File: config.mk
export PLATFORM = sky130hd
export DESIGN_NAME = seq_mult_param
export DESIGN_NICKNAME = d
export VERILOG_FILES = /design/src/rtl/seq_mult_param.sv
export SDC_FILE = /design/constraint.sdc
export NUM_CORES = 1
export LEC_CHECK = 0
export BUFFER_PORTS_ARGS = -buffer_cell sky130_fd_sc_hd__buf_2
export CAP_MARGIN = 20
export CORE_MARGIN = 5
export CORE_UTILIZATION = 42
export DETAILED_ROUTE_END_ITERATION = 12
export SLEW_MARGIN = 10
export SYNTH_ARGS = -nofsm -noshare
export SYNTH_HDL_FRONTEND = slang
export SYNTH_SLANG_ARGS = --single-unit
File: constraint.sdc
create_clock -name clk -period 5.2 [get_ports clk]
set_input_delay 1.04 -clock clk [delete_from_list [all_inputs] [get_ports clk]]
set_output_delay 1.04 -clock clk [all_outputs]
set_load 0.02 [all_outputs]
File: src/rtl/seq_mult_param.sv
// Sequential shift-add multiplier with a parameterised operand width.
// Operands are signed (two's complement) or unsigned, chosen per operation.
// The design multiplies the operand magnitudes and then applies the result
// sign once at the end. It retires one multiplier bit per clock, LSB first.
// A result is ready exactly WIDTH cycles after the edge that samples start.
module seq_mult_param #(
  parameter int WIDTH = 8
) (
  input  logic               clk,
  input  logic               reset_n,
  input  logic               start,
  input  logic               signed_mode,
  input  logic [WIDTH-1:0]   a,
  input  logic [WIDTH-1:0]   b,
  output logic [2*WIDTH-1:0] o,
  output logic               busy,
  output logic               finish
);

  localparam int CW = $clog2(WIDTH);
  localparam logic [CW-1:0] LAST = CW'(WIDTH - 1);

  typedef enum logic [1:0] {
    IDLE,
    BUSY,
    DONE
  } state_t;

  state_t             state;
  logic [WIDTH-1:0]   mcand;     // multiplicand magnitude
  logic [WIDTH-1:0]   mplier;    // multiplier magnitude, shifted right each cycle
  logic               neg;       // result sign, applied after the last step
  logic [2*WIDTH-1:0] acc;
  logic [CW-1:0]      count;

  logic [WIDTH-1:0]   mag_a;
  logic [WIDTH-1:0]   mag_b;
  logic [2*WIDTH-1:0] addend;
  logic [2*WIDTH-1:0] acc_next;

  // The most-negative operand negates to 2^(WIDTH-1). That value still fits
  // as an unsigned WIDTH-bit magnitude.
  assign mag_a = (signed_mode && a[WIDTH-1]) ? (~a + WIDTH'(1)) : a;
  assign mag_b = (signed_mode && b[WIDTH-1]) ? (~b + WIDTH'(1)) : b;

  // Partial product for the current multiplier bit, and the next accumulator value
  always_comb begin
    // NOTE: every signal gets a default first, so no path leaves one unassigned and infers a latch.
    addend = '0;
    if (mplier[0]) begin
      addend = {{WIDTH{1'b0}}, mcand} << count;
    end
    acc_next = acc + addend;
  end

  // Control FSM and datapath registers. All outputs are registered.
  always_ff @(posedge clk or negedge reset_n) begin
    if (!reset_n) begin
      // NOTE: sequential state uses non-blocking assignments only, so every register sees pre-edge values.
      state  <= IDLE;
      mcand  <= '0;
      mplier <= '0;
      neg    <= 1'b0;
      acc    <= '0;
      count  <= '0;
      o      <= '0;
      busy   <= 1'b0;
      finish <= 1'b0;
    end else begin
      case (state)
        IDLE: begin
          if (start) begin
            mcand  <= mag_a;
            mplier <= mag_b;
            neg    <= signed_mode & (a[WIDTH-1] ^ b[WIDTH-1]);
            acc    <= '0;
            count  <= '0;
            busy   <= 1'b1;
            state  <= BUSY;
          end
        end
        BUSY: begin
          acc    <= acc_next;
          mplier <= mplier >> 1;
          count  <= count + CW'(1);
          if (count == LAST) begin
            // Negating a zero magnitude gives zero, so a negative zero cannot occur.
            o      <= neg ? (~acc_next + (2*WIDTH)'(1)) : acc_next;
            busy   <= 1'b0;
            finish <= 1'b1;
            state  <= DONE;
          end
        end
        DONE: begin
          // Wait here until start drops. A start held high cannot retrigger.
          if (!start) begin
            finish <= 1'b0;
            state  <= IDLE;
          end
        end
        default: begin
          state  <= IDLE;
          busy   <= 1'b0;
          finish <= 1'b0;
        end
      endcase
    end
  end

endmodule

==> PnR_summary.wiki <==
{| class="wikitable"
! Metric !! Value
|-
| Routed length per instance || about 14 um
|-
| Hold slack || 0.482 ns
|-
| Die outline height || approximately 100 um
|-
| Count of flip-flops with a built-in enable after synthesis || 0
|-
| CP startpoint kind || register
|-
| Routed vias/inst || ~5.3
|-
| Worst Setup Path Type || reg2reg
|-
| Top achievable clock speed || around 0.24 GHz
|-
| Total negative setup slack || 0 ns
|-
| Worst reg2reg path endpoint || o[15]
|-
| Net count reported at finish || 507
|-
| H-tree level count || 2
|-
| Global-route wire length before repair || between 10 and 15 mm
|-
| Number of buffers inserted for hold repair after clock tree synthesis || 0
|-
| Combined global-route utilization of all metal layers || 0.152
|-
| Source-to-sink clock delay at the later pin of the worst-skew pair || roughly 0.32 ns
|-
| Cts bufs inserted || 5
|-
| Vias in the first global route || ~3000
|-
| Required time of the critical path || about 5.4 ns
|-
| Max-capacitance violation count || 0
|-
| Starting density of the core || 0.430
|-
| Layout overhead on the synthesized area || 9.41%
|-
| Die area || between 10000 and 15000 sq um
|-
| Master of the slowest instance on the critical path || sky130_fd_sc_hd__dfrtp_1
|-
| Final Max Tran Viols || 0
|-
| Worst reg-to-reg path cell count || 14
|-
| Count of buffers from port buffering || 37
|-
| Max-slew headroom || 0.318
|-
| Drt pass-1 iters || 4
|-
| Number of placement rows || 34
|-
| Critical path data arrival time || roughly 4.3 ns
|-
| Worst hold path cell count || 2
|-
| Min-Delay Endpoint || o[12]
|-
| Number of nets with antenna violations after detailed routing || 0
|-
| Cell-by-cell trace of the critical path || mux2_2, o21ai_0, o21ai_0, and2_1, ha_1, a21o_1, a31o_2, or3_1, o211ai_1, xor2_1, nand2_1, o41ai_2, xnor2_1, o21ai_1
|-
| Kind of end point of the critical path || register
|-
| Number of buffers between clock root and the deepest sink || 2
|-
| Via total after detailed routing || about 3000
|-
| Post-synthesis average cell area || roughly 8.5 sq um
|-
| Post-synthesis register bit count || between 50 and 60
|-
| Tmin final || roughly 4.1 ns
|-
| Final hold violations || 0
|-
| Count of synthesis-stage warnings from yosys || 0
|-
| Ports || 38
|-
| Core area || a little under 9000 sq um
|-
| Final worst clock skew || 0.0103 ns
|-
| Part of the cycle the worst path needs || 0.789
|-
| Crit path setup slack, layout || 1.10 ns
|-
| Actual slew at the worst max-slew pin || ~1.0 ns
|-
| Clock Pin Slew Worst Setup and Hold Paths || between 0.1 and 0.15 ns
|-
| Worst hold path class || reg2reg
|-
| Number of setup violations in the final report || 0
|-
| Fraction of synthesized cell area taken by the top area cell type || 0.374
|-
| Setup repair after global routing missed its margin || no
|-
| Cell with the most instances on the worst path || sky130_fd_sc_hd__o21ai_0
|-
| Top flip-flop cell by instance count after synthesis || sky130_fd_sc_hd__dfrtp_1
|-
| Routability cong. || about 0.86
|-
| Clock tree from TritonCTS || built
|-
| Leakage || 1.96 nW
|-
| Peak supply drop || a little over 200 uV
|-
| Placed wire-length estimate || around 6.1 mm
|-
| Pin count of the biggest net entering global routing || between 50 and 60
|-
| Synthesized cell area || between 3000 and 4000 sq um
|-
| X dimension of the die || approximately 100 um
|-
| Slowest stage delay, CP || about 0.65 ns
|-
| Post-CTS resize count || 0
|-
| Worst reg-to-reg setup slack || 1.10 ns
|-
| Congestion Overflow GR || 0
|-
| Count of antenna diodes in the layout || 0
|-
| Root buffer cell || sky130_fd_sc_hd__clkbuf_8
|-
| Number of DRC markers after the initial detailed-route iteration || ~150
|-
| # Post-CTS Setup Buffers || 0
|-
| Fraction of layout instances using a drive strength above 1 || 0.128
|-
| Power density relative to cell area || 617 nW/um^2
|-
| Seq/Total Area, Yosys || 0.374
|-
| Async set or reset register ratio after synthesis || 1.00
|-
| Post-synth top area cell || sky130_fd_sc_hd__dfrtp_1
|-
| Net count after synthesis || approximately 480
|-
| Worst-path fanout max || 13
|-
| Worst r2r src || count[0]
|-
| Result of the run || completed
|-
| Number of remaining DRC errors || 0
|-
| Cell types with the largest area share after synthesis || sky130_fd_sc_hd__dfrtp_1, sky130_fd_sc_hd__o21ai_0, sky130_fd_sc_hd__nand2_1, sky130_fd_sc_hd__ha_1, sky130_fd_sc_hd__xnor2_1
|-
| CTS sink count || 56
|-
| Number of distinct library cell variants in the gate-level netlist after synthesis || 50
|-
| Worst-case setup slack after placement || between 1 and 1.5 ns
|-
| Total wire length after detailed routing || 8.09 mm
|-
| Number of antenna violations at the first check in global routing || 0
|-
| Hold_sp || o[12]
|-
| Synthesized instance count || 440
|}
-- cells in the mapped netlist (2+ instances only) --
library cell	n
sky130_fd_sc_hd__xor2_1	14
sky130_fd_sc_hd__nand3_1	22
sky130_fd_sc_hd__a21oi_1	16
sky130_fd_sc_hd__nor2b_1	8
sky130_fd_sc_hd__nand4_1	5
sky130_fd_sc_hd__xnor2_1	23
sky130_fd_sc_hd__o211ai_1	3
sky130_fd_sc_hd__buf_1	3
sky130_fd_sc_hd__nand2b_1	3
sky130_fd_sc_hd__nand2_1	69
sky130_fd_sc_hd__o21ai_0	59
sky130_fd_sc_hd__nor3_1	10
sky130_fd_sc_hd__mux2i_1	11
sky130_fd_sc_hd__and2_1	3
sky130_fd_sc_hd__ha_1	20
sky130_fd_sc_hd__or3_1	5
sky130_fd_sc_hd__clkbuf_1	17
sky130_fd_sc_hd__dfrtp_1	56
sky130_fd_sc_hd__a31o_2	2
sky130_fd_sc_hd__a31oi_1	3
sky130_fd_sc_hd__o31ai_1	4
sky130_fd_sc_hd__nor3b_1	3
sky130_fd_sc_hd__a21boi_0	2
sky130_fd_sc_hd__nor2_1	24
sky130_fd_sc_hd__inv_1	10
sky130_fd_sc_hd__a21o_1	9
sky130_fd_sc_hd__a22oi_1	7
sky130_fd_sc_hd__mux2_2	3
sky130_fd_sc_hd__nand3b_1	5
-- logic make-up after synthesis --
logic type | after synthesis | synth area share
AND/OR/NAND/NOR | 163 | 0.204
adder cells (fa/ha/maj) | 21 | 0.0721
flip-flops | 56 | 0.374
AO/OA/AOI/OAI | 118 | 0.194
buffers and inverters | 31 | 0.0314
multiplexers | 14 | 0.0384
XOR/XNOR | 37 | 0.0864
-- report_power, final --
group | total, mW | internal, mW | switching [mW]
clock | 0.246 | 0.0961 | 0.150
sequential | 0.796 | 0.621 | 0.175
combinational | 1.49 | 0.591 | 0.899
-- routing by layer --
| layer | vias to the layer above | wire length, um | GRT usage |
|---|---|---|---|
| met5 | - | 0 | 0 |
| li1 | 1602 | - | - |
| met1 | 1421 | 3950 | 0.206 |
| met3 | 6 | 257 | 0.0217 |
| met4 | 0 | 85 | 0.0370 |
| met2 | 47 | 3790 | 0.255 |
-- worst max-delay path: cells and delay by family, from the launching register on --
family                     cells  cell delay (ns)
xor gates and xnor gates       2             0.47
adders and majority gates      1             0.37
muxes                          1             0.40
and+or+nand+nor                3             0.63
AOI/OAI and AO/OA              7             1.43
DFF                            1             0.65
-- stage by stage --
stage	instances	util	instance area [sq um]	total power, mW
after floorplan	440	-	3750	1.95
after global placement	567	0.460	4010	2.28
after CTS	575	0.470	4100	2.56
after global routing	575	0.470	4100	2.80
final	575	0.470	4100	2.53
after detailed placement	567	0.460	4010	2.31
-- registers in the layout, summed over array words and instances, names as in the netlist, 2 cells and up --
register  cells
acc          16
count         3
mcand         8
mplier        8
o            16
state         2
-- how the worst max path moves through the flow --
stage                   from    end  slack [ns]  depth (start not counted)
floorplan           count[0]  o[15]        1.29                         16
global placement    count[0]  o[15]        1.26                         14
detailed placement  count[0]  o[14]        1.13                         14
CTS                 count[0]  o[14]        1.12                         14
global route        count[0]  o[14]        0.72                         14
finish              count[0]  o[15]        1.10                         14
-- cells in the final DEF, fill, tap and decap left out, types with 14 or more instances in the layout --
master and n:
sky130_fd_sc_hd__a21oi_1 16, sky130_fd_sc_hd__xor2_1 14, sky130_fd_sc_hd__nand2_1 69, sky130_fd_sc_hd__buf_2 37, sky130_fd_sc_hd__ha_1 20, sky130_fd_sc_hd__nor2_1 24
sky130_fd_sc_hd__xnor2_1 23, sky130_fd_sc_hd__nand3_1 22, sky130_fd_sc_hd__o21ai_0 59, sky130_fd_sc_hd__dfrtp_1 56
-- final cells by class --
| cell class | instances | area [sq um] |
|---|---|---|
| Sequential cell | 56 | 1400 |
| Multi-Input combinational cell | 353 | 2230 |
| Timing Repair Buffer | 40 | 208 |
| Clock inverter | 3 | 21.3 |
| Fill cell | 860 | 4620 |
| Tap cell | 108 | 135 |
| Clock buffer | 5 | 68.8 |
| Inverter | 10 | 37.5 |
Power figures use the tool's default switching activity.
